$ cat config.mk
export PLATFORM = sky130hd
export DESIGN_NAME = ps2_key_mmio
export DESIGN_NICKNAME = d
export VERILOG_FILES = /design/src/rtl/tetris_io_pkg.sv /design/src/rtl/ps2_key_fifo.sv /design/src/rtl/ps2_key_mmio.sv
export SDC_FILE = /design/constraint.sdc
export NUM_CORES = 1
export LEC_CHECK = 0
export BUFFER_PORTS_ARGS = -buffer_cell sky130_fd_sc_hd__buf_4
export CAP_MARGIN = 25
export CORE_MARGIN = 8
export CORE_UTILIZATION = 59
export DETAILED_ROUTE_END_ITERATION = 7
export GPL_ROUTABILITY_DRIVEN = 0
export GPL_TIMING_DRIVEN = 1
export PLACE_DENSITY = 0.79
export SYNTH_ARGS = -nofsm -noshare
export SYNTH_HDL_FRONTEND = slang
export SYNTH_SLANG_ARGS = --single-unit
$ cat constraint.sdc
create_clock -name clock -period 3.8 [get_ports clock]
set_input_delay 0.19 -clock clock [delete_from_list [all_inputs] [get_ports clock]]
set_output_delay 0.19 -clock clock [all_outputs]
set_load 0.01 [all_outputs]
$ cat src/rtl/tetris_io_pkg.sv
// Shared definitions for the keyboard MMIO path: dmem addresses, the PS/2
// frame state encoding and the queued key-entry layout.
package tetris_io_pkg;

    localparam logic [11:0] KEY_DATA_ADDR = 12'hFFF;
    localparam logic [11:0] KEY_STAT_ADDR = 12'hFFE;

    typedef enum logic [1:0] {
        ST_IDLE,
        ST_DATA,
        ST_PARITY,
        ST_STOP
    } ps2_state_e;

    typedef struct packed {
        logic       brk;
        logic [7:0] code;
    } key_entry_t;

    // True when the 8 data bits plus the parity bit hold an odd number of ones.
    function automatic logic odd_parity_ok(input logic [7:0] code, input logic par);
        return ^{code, par};
    endfunction

endpackage

$ cat src/rtl/ps2_key_fifo.sv
// Pointer FIFO of key entries. Pointers carry one extra wrap bit so that
// full and empty are distinguishable. A pop on the same cycle as a push to a
// full FIFO frees the slot, so the push is accepted.
module ps2_key_fifo
    import tetris_io_pkg::*;
#(
    parameter int DEPTH = 8
) (
    input  logic                     clock,
    input  logic                     reset,
    input  logic                     push,
    input  key_entry_t               wr_entry,
    input  logic                     pop,
    output key_entry_t               rd_entry,
    output logic                     full,
    output logic                     empty,
    output logic                     drop,
    output logic [$clog2(DEPTH):0]   count
);

    localparam int AW = $clog2(DEPTH);

    key_entry_t     mem_q [DEPTH];
    logic [AW:0]    wr_ptr_q, wr_ptr_d;
    logic [AW:0]    rd_ptr_q, rd_ptr_d;
    logic           do_push;
    logic           do_pop;

    assign count    = wr_ptr_q - rd_ptr_q;
    assign empty    = (wr_ptr_q == rd_ptr_q);
    assign full     = (count == (AW+1)'(DEPTH));
    assign rd_entry = mem_q[rd_ptr_q[AW-1:0]];

    // Accept/reject decisions and next pointer values.
    always_comb begin
        do_pop   = pop & ~empty;
        do_push  = push & (~full | do_pop);
        drop     = push & full & ~do_pop;
        wr_ptr_d = wr_ptr_q + (AW+1)'(do_push);
        rd_ptr_d = rd_ptr_q + (AW+1)'(do_pop);
    end

    // Pointer registers.
    always_ff @(posedge clock or negedge reset) begin
        if (!reset) begin
            wr_ptr_q <= '0;
            rd_ptr_q <= '0;
        end else begin
            wr_ptr_q <= wr_ptr_d;
            rd_ptr_q <= rd_ptr_d;
        end
    end

    // Storage write; contents need no reset because the pointers gate reads.
    always_ff @(posedge clock) begin
        if (do_push) begin
            mem_q[wr_ptr_q[AW-1:0]] <= wr_entry;
        end
    end

endmodule

$ cat src/rtl/ps2_key_mmio.sv
// PS/2 keyboard receiver with a scancode FIFO read through two dmem
// addresses (0xFFF pops data, 0xFFE returns {overflow, count} and clears
// overflow). Optional feature macro: PS2_BREAK_MERGE_EN folds a 0xF0 prefix
// into the brk bit of the following key entry.
module ps2_key_mmio
    import tetris_io_pkg::*;
#(
    parameter int DEPTH   = 8,
    parameter int TIMEOUT = 5000
) (
    input  logic        clock,
    input  logic        reset,
    input  logic        ps2_clk,
    input  logic        ps2_data,
    input  logic [11:0] address_dmem,
    input  logic        rden,
    output logic [31:0] q_key,
    output logic        key_pending,
    output logic        overflow
);

    localparam int TW = $clog2(TIMEOUT + 1);
    localparam int CW = $clog2(DEPTH) + 1;

    // Synchroniser and edge detector
    logic clk_s1_q, clk_s1_d, clk_s2_q, clk_s2_d, clk_prev_q, clk_prev_d;
    logic dat_s1_q, dat_s1_d, dat_s2_q, dat_s2_d;
    logic fall;

    // Timeout
    logic [TW-1:0] tmo_cnt_q, tmo_cnt_d;
    logic          tmo_hit;

    // Frame FSM
    ps2_state_e    state_q;
    logic [7:0]    shift_q;
    logic [2:0]    bit_cnt_q;
    logic          par_q;
    logic          frame_valid_q;
    logic [7:0]    frame_byte_q;

    // Push stage
    logic          push_q, push_d;
    key_entry_t    push_entry_q, push_entry_d;
`ifdef PS2_BREAK_MERGE_EN
    logic          brk_pending_q, brk_pending_d;
`endif

    // FIFO and MMIO
    key_entry_t    rd_entry;
    logic          fifo_full, fifo_empty, fifo_drop, pop;
    logic [CW-1:0] fifo_count;
    logic [31:0]   q_key_q, q_key_d;
    logic          overflow_q, overflow_d;

    // Two-flop synchronisers plus one history flop for the clock edge.
    always_comb begin
        clk_s1_d   = ps2_clk;
        clk_s2_d   = clk_s1_q;
        clk_prev_d = clk_s2_q;
        dat_s1_d   = ps2_data;
        dat_s2_d   = dat_s1_q;
    end

    assign fall = clk_prev_q & ~clk_s2_q;

    // Synchroniser registers idle high like the PS/2 lines.
    always_ff @(posedge clock or negedge reset) begin
        if (!reset) begin
            clk_s1_q   <= 1'b1;
            clk_s2_q   <= 1'b1;
            clk_prev_q <= 1'b1;
            dat_s1_q   <= 1'b1;
            dat_s2_q   <= 1'b1;
        end else begin
            clk_s1_q   <= clk_s1_d;
            clk_s2_q   <= clk_s2_d;
            clk_prev_q <= clk_prev_d;
            dat_s1_q   <= dat_s1_d;
            dat_s2_q   <= dat_s2_d;
        end
    end

    // Saturating count of cycles since the last PS/2 falling edge.
    always_comb begin
        if (fall) begin
            tmo_cnt_d = '0;
        end else if (tmo_cnt_q == TW'(TIMEOUT)) begin
            tmo_cnt_d = tmo_cnt_q;
        end else begin
            tmo_cnt_d = tmo_cnt_q + TW'(1);
        end
    end

    assign tmo_hit = (tmo_cnt_q == TW'(TIMEOUT)) && (state_q != ST_IDLE);

    // Timeout counter register.
    always_ff @(posedge clock or negedge reset) begin
        if (!reset) begin
            tmo_cnt_q <= '0;
        end else begin
            tmo_cnt_q <= tmo_cnt_d;
        end
    end

    // Frame FSM: start, 8 data bits LSB first, parity, stop; flags a good byte.
    always_ff @(posedge clock or negedge reset) begin
        if (!reset) begin
            state_q       <= ST_IDLE;
            shift_q       <= '0;
            bit_cnt_q     <= '0;
            par_q         <= 1'b0;
            frame_valid_q <= 1'b0;
            frame_byte_q  <= '0;
        end else begin
            frame_valid_q <= 1'b0;
            if (tmo_hit) begin
                state_q <= ST_IDLE;
            end else if (fall) begin
                case (state_q)
                    ST_IDLE: begin
                        if (!dat_s2_q) begin
                            state_q   <= ST_DATA;
                            bit_cnt_q <= '0;
                        end
                    end
                    ST_DATA: begin
                        shift_q   <= {dat_s2_q, shift_q[7:1]};
                        bit_cnt_q <= bit_cnt_q + 3'd1;
                        if (bit_cnt_q == 3'd7) begin
                            state_q <= ST_PARITY;
                        end
                    end
                    ST_PARITY: begin
                        par_q   <= dat_s2_q;
                        state_q <= ST_STOP;
                    end
                    ST_STOP: begin
                        if (dat_s2_q && odd_parity_ok(shift_q, par_q)) begin
                            frame_valid_q <= 1'b1;
                            frame_byte_q  <= shift_q;
                        end
                        state_q <= ST_IDLE;
                    end
                    default: state_q <= ST_IDLE;
                endcase
            end
        end
    end

    // Turn a validated byte into a FIFO push (optionally merging 0xF0).
    always_comb begin
        push_d       = 1'b0;
        push_entry_d = push_entry_q;
`ifdef PS2_BREAK_MERGE_EN
        brk_pending_d = brk_pending_q;
        if (tmo_hit) begin
            brk_pending_d = 1'b0;
        end
        if (frame_valid_q) begin
            if (frame_byte_q == 8'hF0) begin
                brk_pending_d = 1'b1;
            end else begin
                push_d            = 1'b1;
                push_entry_d.brk  = brk_pending_q;
                push_entry_d.code = frame_byte_q;
                brk_pending_d     = 1'b0;
            end
        end
`else
        if (frame_valid_q) begin
            push_d            = 1'b1;
            push_entry_d.brk  = 1'b0;
            push_entry_d.code = frame_byte_q;
        end
`endif
    end

    // Push stage registers.
    always_ff @(posedge clock or negedge reset) begin
        if (!reset) begin
            push_q        <= 1'b0;
            push_entry_q  <= '0;
`ifdef PS2_BREAK_MERGE_EN
            brk_pending_q <= 1'b0;
`endif
        end else begin
            push_q        <= push_d;
            push_entry_q  <= push_entry_d;
`ifdef PS2_BREAK_MERGE_EN
            brk_pending_q <= brk_pending_d;
`endif
        end
    end

    ps2_key_fifo #(
        .DEPTH (DEPTH)
    ) u_fifo (
        .clock    (clock),
        .reset    (reset),
        .push     (push_q),
        .wr_entry (push_entry_q),
        .pop      (pop),
        .rd_entry (rd_entry),
        .full     (fifo_full),
        .empty    (fifo_empty),
        .drop     (fifo_drop),
        .count    (fifo_count)
    );

    // Load decode: register read data, pop on data reads, sticky overflow
    // where a new drop outranks a same-cycle status-read clear.
    always_comb begin
        pop        = 1'b0;
        q_key_d    = q_key_q;
        overflow_d = overflow_q;
        if (rden) begin
            case (address_dmem)
                KEY_DATA_ADDR: begin
                    pop     = 1'b1;
                    q_key_d = fifo_empty ? '0 : {23'b0, rd_entry};
                end
                KEY_STAT_ADDR: begin
                    q_key_d    = {24'b0, overflow_q, 7'(fifo_count)};
                    overflow_d = 1'b0;
                end
                default: q_key_d = '0;
            endcase
        end
        if (fifo_drop) begin
            overflow_d = 1'b1;
        end
    end

    // Read data and overflow registers.
    always_ff @(posedge clock or negedge reset) begin
        if (!reset) begin
            q_key_q    <= '0;
            overflow_q <= 1'b0;
        end else begin
            q_key_q    <= q_key_d;
            overflow_q <= overflow_d;
        end
    end

    assign q_key       = q_key_q;
    assign overflow    = overflow_q;
    assign key_pending = ~fifo_empty;

endmodule

# Yosys cells after proc, flatten, opt, wreduce, memory -nomap -nowiden
# Memories as Yosys holds them, arrays and structs flattened.
# Cells that the tools add are included.
op_classes:
  add_sub_neg: 5
  eq_ne: 13
  mux: 23
  n_bitwise: 11
  reduce_logical: 15
ops:
  columns: ["cell", "n"]
  rows:
  - ["13-bit 2-to-1 mux", 2]
  - ["12-bit == test, second input constant", 2]
  - ["9-bit one-hot mux with 2 select lines", 1]
  - ["13-bit by 1-bit adder with 13-bit output, second input constant", 1]
  - ["13-bit == test, second input constant", 1]
  - ["1-bit 2-to-1 mux", 12]
  - ["2-bit nonzero test", 5]
  - ["9-bit 2-to-1 mux", 1]
  - ["3-bit AND reduction", 3]
  - ["9-bit parity", 1]
  - ["4-bit by 1-bit adder with 4-bit output", 2]
  - ["2-bit 2-to-1 mux", 4]
  - ["2-bit one-hot mux with 4 select lines", 1]
  - ["4-bit AND reduction", 2]
  - ["3-bit inequality test, second input constant", 2]
  - ["3-bit one-hot mux with 2 select lines", 1]
  - ["1-bit bitwise AND", 5]
  - ["1-bit inverter", 5]
  - ["2-bit == test, second input constant", 2]
  - ["4-bit == test", 1]
  - ["4-bit == test, second input constant", 1]
  - ["2-bit inequality test, second input constant", 2]
  - ["4-bit subtractor", 1]
  - ["3-bit by 1-bit adder with 3-bit output, second input constant", 1]
  - ["7 further kinds", 8]
word_totals:
  reg_bits: 91
  ram_bits: 64
  in_bits: 17
  out_inout_bits: 34
  elab_cells: 86
  n_memories: 1
mem_list:
  columns: ["memory", "depth", "word_bits", "read_ports", "rd_ports_with_merged_regs", "wr", "line_no", "source"]
  rows:
  - ["u_fifo.mem_q", 8, 8, 1, 0, 1, "ps2_key_fifo.sv:23", "key_entry_t mem_q [DEPTH];"]

# Longest topological paths before layout
# Gate-level depths: netlist of run 1.
depth:
  word_depth: 8
  ltp_mapped: 12
  ltp_nobuf: 11

# By module
# Synthesis of run 1 repeated with hierarchy kept, for this count alone.
unflattened:
  cells_unflattened: 411
  hier_area_um2: 6102.1
modules_own_cells:
  columns: ["module", "instances", "cells_each", "area_each_um2", "seq_area_each_um2"]
  rows:
  - ["ps2_key_fifo", 1, 178, 3273.1, 2362.3]
  - ["ps2_key_mmio", 1, 233, 2829.0, 1507.7]

# Least setup slack after synthesis of run 1
# OpenSTA, ideal clock, no wires.
synth_timing:
  kind: "register to register"
  from: "register u_fifo.rd_ptr_q[1]"
  to: "memory u_fifo.mem_q[2][0] (netlist name) (enable)"
  setup_time_ns: 0.395
  arrival_ns: 2.923
  required_ns: 3.405
  setup_slack_ns: 0.482
  path_stages_with_launch: 10
  path_buffers: 2
  synth_period_minus_slack_ns: 3.318
  path_cell_list: "dfrtp_1 clkbuf_1 buf_1 inv_1 ha_1 nor2b_1 o21ai_0 and3_1 nor4b_4 nor4_1"
synth_between:
  elab_chain_cells: 7
  word_cells_on_any_way: 10
  cone_classes: "1 x add/sub; 2 x eq/ne; 2 x mux; 5 x bitwise"
synth_lines:
  columns: ["element", "line_no", "source"]
  rows:
  - ["from (decl)", "ps2_key_fifo.sv:25", "logic [AW:0] rd_ptr_q, rd_ptr_d;"]
  - ["from (signal assigned)", "ps2_key_fifo.sv:50", "rd_ptr_q <= rd_ptr_d;"]
  - ["4-bit subtractor or 4-bit == test (tied branches)", "ps2_key_fifo.sv:29, ps2_key_fifo.sv:30", null]
  - ["4-bit == test or 1-bit inverter (tied branches)", "ps2_key_fifo.sv:31, ps2_key_fifo.sv:36", null]
  - ["1-bit inverter or 1-bit bitwise AND (tied branches)", "ps2_key_fifo.sv:37, ps2_key_fifo.sv:36", null]
  - ["1-bit bitwise OR (*)", "ps2_key_fifo.sv:37", "do_push = push & (~full | do_pop);"]
  - ["1-bit bitwise AND (*)", "ps2_key_fifo.sv:37", null]
  - ["1-bit 2-to-1 mux (*)", "ps2_key_fifo.sv:56", "if (do_push) begin"]
  - ["1-bit 2-to-1 mux (not written as such) (*)", "ps2_key_fifo.sv:57", "mem_q[wr_ptr_q[AW-1:0]] <= wr_entry;"]
  - ["to (decl)", "ps2_key_fifo.sv:23", null]
# Every way passes the cells marked *; elsewhere a longest branch is shown, timed or not.

# Worst setup path in the final report of run 1
layout_timing:
  from: "register u_fifo.wr_ptr_q[0]"
  to: "register u_fifo.wr_ptr_q[2]"
layout_between:
  elab_chain_cells: 6
  word_cells_on_any_way: 9
  cone_classes: "2 x add/sub; 2 x eq/ne; 5 x bitwise"
layout_lines:
  columns: ["element", "line_no", "source"]
  rows:
  - ["from (decl)", "ps2_key_fifo.sv:24", "logic [AW:0] wr_ptr_q, wr_ptr_d;"]
  - ["from (signal assigned)", "ps2_key_fifo.sv:49", "wr_ptr_q <= wr_ptr_d;"]
  - ["4-bit subtractor or 4-bit == test (tied branches)", "ps2_key_fifo.sv:29, ps2_key_fifo.sv:30", null]
  - ["4-bit == test or 1-bit inverter (tied branches)", "ps2_key_fifo.sv:31, ps2_key_fifo.sv:36", null]
  - ["1-bit inverter or 1-bit bitwise AND (tied branches)", "ps2_key_fifo.sv:37, ps2_key_fifo.sv:36", null]
  - ["1-bit bitwise OR", "ps2_key_fifo.sv:37", null]
  - ["1-bit bitwise AND", "ps2_key_fifo.sv:37", null]
  - ["4-bit by 1-bit adder with 4-bit output (*)", "ps2_key_fifo.sv:39", "wr_ptr_d = wr_ptr_q + (AW+1)'(do_push);"]
  - ["named net u_fifo.wr_ptr_d[2]", "ps2_key_fifo.sv:24", null]
# Mark *: on every way through the listed nets, which the timed path passes. The rest lies on a longest branch.
# A chain may end at the register's enable or synchronous reset.

==> run summary, run 1 <==
status: completed
critical path startpoint category: flop
ys async rst share: 0.511
postcts setup bufs: 0
area leader, netlist: edfxtp_1
most common cell in the synthesized netlist: edfxtp_1
Ys Warns: 0
Crit Path Max Fanout: 10
WS Path Type: reg -> reg
post-route clock period utilization: 0.789
met3 WL: 757 um
DR vias/cell: 5.60
actual slew at the worst max-slew pin: 836 ps
crit-path cells: inv_1 -> ha_1 -> inv_1 -> fa_1 -> xor2_1 -> or3b_1 -> nor4b_4 -> buf_4 -> nor2b_1 -> ha_1 -> ha_1 -> xor2_1
Max Fclk: 0.333 GHz
hold buffer count at cts: 3
post-synth cell types: 52
fin. max-slew vios: 0
post-synthesis sequential area ratio: 0.633
CTS resizes: 0
setup TNS: 0 ps
Starting Density: 0.594
Most used DFF post-synth: edfxtp_1
wire length per cell: 19.5 um
via count: 3,200
cell family with most CP delay: adder cells
H-tree depth: 4
ANT nets after route: 0
list of most frequent post-synthesis cells: 64 x edfxtp_1, 62 x dfrtp_1, 24 x buf_4, 24 x mux2_2, 18 x nor2_1
clock sink count: 131
pre-CTS setup slack: 809 ps
final wirelength: 11,100 um
maxcap violations: 0
data arrival time of the worst path: 3400 ps
Post-Syn Area per Cell: 15.2 sq um
Placeable Area: 9590 sq um
Die W: 114 um
num rows: 36
vias in the first global route: 3,340
LEAKAGE: 2.79 nW
Bufs and invs on worst path: 3
Clock transition at path regs: 60 ps
# DRC: 0
VDD IR-drop max: 549 uV
DR pass1 iterations: 4
min cycle time layout: 3000 ps
Crit path top cell by count: ha_1
wire length on met2: 5360 um
GRT Overall Usage: 0.184
share of cells above drive strength 1: 0.283
clock insertion delay at the later pin of the skew report: 520 ps
DR iter-0 viols: 208
CTS tree: built
CP peak stage delay: 440 ps
hpwl dp: 7290 um
slowest CP cell: dfrtp_1
Cell Pwr Density: 621 nW/um^2
ant diodes: 0
Max Used Layer: met4
Die Ht: 114 um
I/O pin count: 51
Fin. Hold Viols: 0
CP endpoint kind: flop
slew margin rel.: 0.442
GRT overflow: 0
nets: 458
share of the synthesized area in the top cell type: 0.337
CTS buffer count: 17
Setup violations, final: 0
Post-synth EDFFs: 64
die area: 13,100 sq um
synthesized cell area: 5700 sq um
first-pass GRT wire length: 17,900 um
initial antenna violation count: 0
largest net degree at the start of global routing: 68
WP data required: 4200 ps
HP Class: in -> reg
Gate Count Post-Synth: 374
clock skew: 8.87 ps
root buffer cell: clkbuf_8
Area contributors post-synth: edfxtp_1 34%, dfrtp_1 27%, mux4_2 6.3%
routed length on met1: 4630 um
Clock Path Buffers: 2
Seq cells post-synth: 131
setup ws final: 801 ps
port bufs: 26
Layout area overhead: 16.5%
RSZ-0062 raised after global routing: false
-- logic make-up after synthesis --
logic type                 after synthesis  share of synthesized area
DFF                                    131                      0.633
and+or+nand+nor                         80                     0.0784
muxes                                   48                      0.125
buffers and inverters                   46                     0.0479
AOI/OAI and AO/OA                       27                     0.0369
xor gates and xnor gates                25                     0.0422
adders and majority gates               16                     0.0365
other                                    1                   0.000658
-- path summary, 6_finish.rpt --
check | from | endpoint | slack, ps | cells after the start
worst max-delay path | u_fifo.wr_ptr_q[0]$_DFF_PN0_ | u_fifo.wr_ptr_q[2]$_DFF_PN0_ | 800 | 12
worst max register to register | u_fifo.wr_ptr_q[0]$_DFF_PN0_ | u_fifo.wr_ptr_q[2]$_DFF_PN0_ | 800 | 12
worst min-delay path | rden | q_key[6]$_DFFE_PN0P_ | 70 | 3
worst min register to register | dat_s1_q$_DFF_PN1_ | dat_s2_q$_DFF_PN1_ | 350 | 0
min in group asynchronous | reset | bit_cnt_q[2]$_DFFE_PN0P_ | 330 | 2
max in group asynchronous | reset | u_fifo.wr_ptr_q[0]$_DFF_PN0_ | 2940 | 2
-- metrics by stage --
stage	power [W]	cells	utilization	hold WS, ps	cell area [sq um]
6_report	0.00412	571	0.692	66.9	6640
5_1_grt	0.00432	571	0.692	76.1	6640
4_1_cts	0.00415	571	0.692	53.7	6640
3_5_place_dp	0.00253	536	0.627	300	6010
3_3_place_gp	0.00249	536	0.627	300	6010
2_1_floorplan	0.00236	397	-	-106	5780
-- report_power, final --
group / switching [W] / internal [W]
clock network: 0.000609 / 0.00100
logic: 0.000325 / 0.000348
registers: 0.000174 / 0.00166
total: 0.00111 / 0.00302
-- placed cells by master (no fill, tap or decap), drive strengths merged, types with 2 or more instances in the layout --
cell / instances
a21oi: 3
a22oi: 4
a32o: 2
and3: 4
buf: 38
bufinv: 3
clkbuf: 17
clkinv: 5
clkinvlp: 3
conb: 24
dfrtp: 62
dfstp: 5
dlygate4sd3: 3
edfxtp: 64
ha: 15
inv: 18
mux2: 24
mux2i: 8
mux4: 16
nand2: 12
nand2b: 2
nand3: 12
nand4: 4
nor2: 19
nor2b: 3
nor3: 10
nor4: 4
nor4b: 3
o21ai: 8
o2bb2ai: 3
or3b: 2
xnor2: 15
xor2: 9
-- layer usage --
metal	up-vias	global-route usage
met5	-	0
li1	1444	-
met4	0	0.0994
met1	1618	0.224
met2	113	0.290
met3	25	0.0543
-- layout make-up --
type / count / area [sq um]
clock buffers: 17 / 414
clock inverters: 15 / 180
fillers: 656 / 2960
inverters: 14 / 52.6
multi-input cells: 220 / 1910
flip-flops and latches: 131 / 3600
well taps: 133 / 166
repair buffers: 41 / 315
-- tightest hold or removal path, cell delays in order --
cell	delay, ps
buf_4	90
inv_1	110
o2bb2ai_1	150
-- registers in the layout (all words and copies together), names as in the netlist, 2 cells and up --
register	cells
u_fifo.wr_ptr_q	4
bit_cnt_q	3
u_fifo.rd_ptr_q	4
q_key	8
frame_byte_q	8
push_entry_q	8
shift_q	8
tmo_cnt_q	13
state_q	2
u_fifo.mem_q	64
Note: power is estimated with default switching activity, not from simulation.
==> run 2: changes to the inputs <==
Clock period 3.8 ns to 3 ns, I/O delays scaled along.
==> run 2 against run 1 <==
Net effect:
- core utilization up 0.57 points
- power up 24%
- flip-flop and latch count unchanged
- non-clock buffer count up 13
- sequential power up 26%
- die area unchanged
- global-route usage down 1.1 points
- final cell count up 2.3%
- critical path type unchanged
- largest cell class unchanged
==> run summary, run 2 (synthesis results as in run 1) <==
clock sink count: 131 (unchanged)
largest net degree at the start of global routing: 68 (unchanged)
Setup violations, final: 0 (unchanged)
WP data required: 3390 ps (-810 ps)
WS Path Type: reg -> reg
most frequent cells in the layout: 64 x edfxtp_1, 62 x dfrtp_1, 45 x buf_4
Max Fclk: 0.339 GHz (+1.7%)
DR vias/cell: 5.46 (-2.6%)
post-route clock period utilization: 0.983 (+0.194)
slowest CP cell: nor4b_4
Die W: 114 um (unchanged)
Layout Cells excl Fill: 584 (+2.3%)
# DRC: 0 (unchanged)
crit-path cells: inv_2 -> ha_2 -> inv_1 -> fa_2 -> xor2_1 -> or3b_4 -> nor4b_4 -> buf_4 -> nor2b_1 -> ha_1 -> ha_2 -> xor2_1
wire length per cell: 18.1 um (-7.2%)
clock skew: 13.9 ps (+4.99 ps)
CP endpoint kind: flop
Layout area overhead: 17.5%
Worst Hold Slack: 30.8 ps (-36.1 ps)
root buffer cell: clkbuf_8
Starting Density: 0.594 (unchanged)
via count: 3,188 (-0.38%)
Fill cells: 631 (-3.8%)
Clock Path Buffers: 2 (unchanged)
commonest non-fill, non-tap cell in the layout: edfxtp_1
CTS tree: built
critical path startpoint category: flop
Crit Path Max Fanout: 6 (-4)
Cell Pwr Density: 763 nW/um^2 (+23%)
share of cells above drive strength 1: 0.308 (+0.0251)
setup TNS: 0 ps (unchanged)
cell family with most CP delay: adder cells
GRT Overall Usage: 0.173 (-0.0114)
CTS buffer count: 17 (unchanged)
Fin. Hold Viols: 0 (unchanged)
DR iter-0 viols: 216 (+3.8%)
Die Ht: 114 um (unchanged)
DR pass1 iterations: 5 (+1)
vias in the first global route: 3,389 (+1.5%)
hpwl dp: 7080 um (-2.9%)
Clock transition at path regs: 60 ps (about the same)
first-pass GRT wire length: 17,000 um (-5.0%)
clock insertion delay at the later pin of the skew report: 520 ps (about the same)
nets: 471 (+2.8%)
port bufs: 26 (unchanged)
cell total after placement: 538 (+0.37%)
ant diodes: 0 (unchanged)
initial antenna violation count: 0 (unchanged)
post-layout util: 0.698 (+0.00574)
num rows: 36 (unchanged)
status: completed
HP Class: in -> reg
Bufs and invs on worst path: 3 (unchanged)
CP peak stage delay: 450 ps (about the same)
maxcap violations: 0 (unchanged)
H-tree depth: 4 (unchanged)
GRT overflow: 0 (unchanged)
Largest register FFs: 64 (unchanged)
actual slew at the worst max-slew pin: 847 ps (+10.9 ps)
ANT nets after route: 0 (unchanged)
VDD IR-drop max: 562 uV (+2.5%)
LEAKAGE: 2.82 nW (+1.1%)
final wirelength: 10,600 um (-5.1%)
die area: 13,100 sq um (unchanged)
min cycle time layout: 2950 ps (-49.8 ps)
data arrival time of the worst path: 3340 ps (-60 ps)
slew margin rel.: 0.435 (-0.00727)
I/O pin count: 51 (unchanged)
fin. max-slew vios: 0 (unchanged)
Placeable Area: 9590 sq um (unchanged)
## run 2: changes by cell type in the layout (fill, tap and decap cells not counted), moves of 2 or more
cell / before / now
clkbuf_8: 1 / 3
ha_1: 15 / 13
bufinv_16: 3 / 1
clkbuf_1: 0 / 2
clkbuf_4: 0 / 3
nor4_1: 4 / 2
buf_4: 38 / 45
nor4_2: 0 / 2
inv_6: 4 / 0
clkinv_1: 0 / 3
ha_2: 0 / 2
buf_2: 0 / 3
## run 2: timing repair
action,in CTS,in global routing
gates resized for setup,0,5
hold buffers,3,0
endpoints found under the setup margin,0,3
hold endpoints to repair,64,0
setup buffers,0,5
## run 2: metal layers
metal | routed length (um) | vias up | track usage
met2 | 5440 | 88 | 0.287
met1 | 4240 | 1611 | 0.194
met4 | 207 | 0 | 0.0843
met5 | 0 | - | 0
met3 | 661 | 18 | 0.0628
li1 | - | 1471 | -
## run 2: worst reg2reg max path: cells and delay by family, from the launching register on
family	cells	cell delay, ps
xor+xnor	2	320
fa+ha+maj	4	920
buf+inv	3	310
flops	1	390
simple gates	3	890
## run 2: final cells by class
| type | instances | area (sq um) | share of cell area |
|---|---|---|---|
| clock buffer | 21 | 449 | 0.0671 |
| timing repair buffer | 54 | 405 | 0.0606 |
| inverter | 14 | 52.6 | 0.00785 |
| multi-input combinational | 220 | 1930 | 0.288 |
| sequential | 131 | 3600 | 0.539 |
| tap | 133 | 166 | 0.0249 |
| clock inverter | 11 | 87.6 | 0.0131 |
## run 2: where the power goes
part           leakage (nW)  internal (W)  switching [W]
combinational          1.11      0.000498       0.000458
clock                 0.256       0.00113       0.000712
sequential             1.45       0.00211       0.000206
## run 2: path summary, 6_finish.rpt
path	startpoint	to	slack (ps)	depth (start not counted)
max in group asynchronous	reset	push_q$_DFF_PN0_	2160	2
worst max register to register	u_fifo.wr_ptr_q[0]$_DFF_PN0_	u_fifo.wr_ptr_q[2]$_DFF_PN0_	50	12
min in group asynchronous	reset	bit_cnt_q[2]$_DFFE_PN0P_	300	2
worst min-delay path	rden	q_key[5]$_DFFE_PN0P_	30	3
worst max-delay path	u_fifo.wr_ptr_q[0]$_DFF_PN0_	u_fifo.wr_ptr_q[2]$_DFF_PN0_	50	12
worst min register to register	clk_s1_q$_DFF_PN1_	clk_prev_d$_DFF_PN1_	350	0
## run 2: through the flow
step	power [W]	instance area [sq um]	setup WS, ps
6_report	0.00511	6690	50.4
5_1_grt	0.00535	6690	-54.7
4_1_cts	0.00510	6610	17.5
3_5_place_dp	0.00324	6040	31.3
3_3_place_gp	0.00317	6040	157
2_1_floorplan	0.00299	5800	11.0
==> run 3: changes to the inputs <==
--- a/constraint.sdc
+++ b/constraint.sdc
@@ -3,2 +3,2 @@
 set_output_delay 0.15 -clock clock [all_outputs]
-set_load 0.01 [all_outputs]
+set_load 0.1 [all_outputs]
==> run 3 against run 2 <==
Net effect:
- core utilization decreased by 0.14 points
- via count shrank 0.19%
- critical path depth fell by 1
- sequential share of layout area increased by 0.11 points
- global-route usage fell by 0.53 points
- critical path type unchanged
==> run summary, run 3 (synthesis results as in run 1) <==
GRT Overall Usage: 0.167 (-0.00525)
nets: 461 (-2.1%)
clock share of power: 0.373 (+0.013)
Switching Share: 0.297 (+0.0276)
postcts setup bufs: 0 (unchanged)
crit-path cells: inv_1 -> ha_1 -> inv_1 -> fa_1 -> xor2_1 -> or3b_1 -> nor4b_4 -> nor2b_1 -> ha_1 -> ha_1 -> xor2_1
clock sink count: 131 (unchanged)
hold buffer count at cts: 4 (+1)
CP peak stage delay: 400 ps (-50 ps)
clock skew: 7.72 ps (-6.15 ps)
worst r2r src: u_fifo.wr_ptr_q[0]$_DFF_PN0_
DR pass1 iterations: 6 (+1)
Hold Path Stages: 3 (unchanged)
HP Class: in -> reg
critical path startpoint category: flop
Fill cells: 642 (+1.7%)
R2R setup slack: 210 ps (+160 ps)
GRT overflow: 0 (unchanged)
CTS buffer count: 17 (unchanged)
root buffer cell: clkbuf_8
wire length per cell: 17.4 um (-3.5%)
share of cells above drive strength 1: 0.297 (-0.0112)
pre-CTS setup slack: 196 ps (+164 ps)
Int Power: 0.00381 W (+1.9%)
Flop pwr share: 0.426 (-0.027)
Die W: 114 um (unchanged)
Clock Path Buffers: 2 (unchanged)
Switch Pwr: 0.00161 W (+17%)
setup TNS: 0 ps (unchanged)
Setup violations, final: 0 (unchanged)
data arrival time of the worst path: 3180 ps (-160 ps)
slew margin rel.: 0.461 (+0.0255)
largest net degree at the start of global routing: 68 (unchanged)
Clock transition at path regs: 60 ps (about the same)
status: completed
via count: 3,182 (-0.19%)
initial antenna violation count: 0 (unchanged)
Die Ht: 114 um (unchanged)
hpwl dp: 6790 um (-4.1%)
CP endpoint kind: flop
die area: 13,100 sq um (unchanged)
# DRC: 0 (unchanged)
DR vias/cell: 5.54 (+1.6%)
CP startpoint: u_fifo.wr_ptr_q[0]$_DFF_PN0_
setup ws final: 210 ps (+160 ps)
most frequent cells in the layout: 64 x edfxtp_1, 62 x dfrtp_1, 37 x buf_4
Fin. Hold Viols: 0 (unchanged)
CTS tree: built
VDD IR-drop max: 542 uV (-3.6%)
actual slew at the worst max-slew pin: 809 ps (-38.3 ps)
clock insertion delay at the later pin of the skew report: 520 ps (about the same)
slowest CP cell: or3b_1
ANT nets after route: 0 (unchanged)
Cell Pwr Density: 810 nW/um^2 (+6.2%)
final wirelength: 10,000 um (-5.2%)
RSZ-0062 raised after global routing: false
Logic pwr share: 0.201 (+0.014)
r2r worst-path depth: 11 (-1)
ant diodes: 0 (unchanged)
Max Fclk: 0.358 GHz (+5.7%)
H-tree depth: 4 (unchanged)
Starting Density: 0.594 (unchanged)
Largest register FFs: 64 (unchanged)
WP data required: 3390 ps (about the same)
LEAKAGE: 2.81 nW (-0.21%)
I/O pin count: 51 (unchanged)
port bufs: 26 (unchanged)
Crit Path Max Fanout: 5 (-1)
Layout area overhead: 17.3%
Crit path top cell by count: ha_1
maxcap violations: 0 (unchanged)
commonest non-fill, non-tap cell in the layout: edfxtp_1
vias in the first global route: 3,320 (-2.0%)
CTS resizes: 0 (unchanged)
min cycle time layout: 2790 ps (-160 ps)
post-layout util: 0.696 (-0.00144)
first-pass GRT wire length: 16,800 um (-1.1%)
worst hold start: rden
post-route clock period utilization: 0.930 (-0.0532)
r2r endpoint: u_fifo.wr_ptr_q[2]$_DFF_PN0_
WHS Endpoint: q_key[5]$_DFFE_PN0P_
num rows: 36 (unchanged)
Placeable Area: 9590 sq um (unchanged)
WS Path Type: reg -> reg
DR iter-0 viols: 183 (-15%)
fin. max-slew vios: 0 (unchanged)
## run 3: critical path: cells and delay by family (launching register included)
family                     cells  cell delay [ps]
DFF                            1              380
adders and majority gates      4              930
buffers and inverters          2              130
xor gates and xnor gates       2              310
and+or+nand+nor                3              900
## run 3: worst max-delay path by stage
stage / end / slack [ps]
finish: u_fifo.wr_ptr_q[2]$_DFF_PN0_ / 210
global route: u_fifo.wr_ptr_q[2]$_DFF_PN0_ / 20
CTS: u_fifo.mem_q[6][0]$_DFFE_PP_ / 120
detailed placement: u_fifo.mem_q[7][5]$_DFFE_PP_ / 200
global placement: u_fifo.wr_ptr_q[2]$_DFF_PN0_ / 320
floorplan: u_fifo.wr_ptr_q[2]$_DFF_PN0_ / 0.8
## run 3: power groups by stage
stage | clock network [W] | logic, W | registers (W)
after floorplan | 0 | 0.000901 | 0.00229
after global placement | 0 | 0.00105 | 0.00233
after detailed placement | 0 | 0.00108 | 0.00234
after CTS | 0.00205 | 0.00110 | 0.00231
after global routing | 0.00213 | 0.00118 | 0.00234
final | 0.00202 | 0.00109 | 0.00231
## run 3: cell type report
class | instances | area, sq um | share of cell area
Clock buffer | 19 | 442 | 0.0661
Clock inverter | 13 | 146 | 0.0219
Inverter | 14 | 52.6 | 0.00787
Multi-Input combinational cell | 220 | 1940 | 0.290
Sequential cell | 131 | 3600 | 0.540
Tap cell | 133 | 166 | 0.0249
Timing Repair Buffer | 44 | 333 | 0.0498
## run 3: through the flow
| stage | instances | hold WS, ps | total power, W | area (sq um) |
|---|---|---|---|---|
| after floorplan | 397 | -146 | 0.00320 | 5820 |
| after global placement | 535 | 259 | 0.00338 | 6040 |
| after detailed placement | 535 | 260 | 0.00342 | 6040 |
| after CTS | 571 | 3.23 | 0.00546 | 6670 |
| after global routing | 574 | 37.5 | 0.00565 | 6680 |
| final | 574 | 38.0 | 0.00541 | 6680 |
## run 3: layer usage
layer / vias up / share of wire / track usage
met5: - / 0 / 0
met4: 0 / 0.020 / 0.0807
met3: 23 / 0.064 / 0.0475
met2: 97 / 0.49 / 0.270
met1: 1611 / 0.42 / 0.204
li1: 1451 / - / -
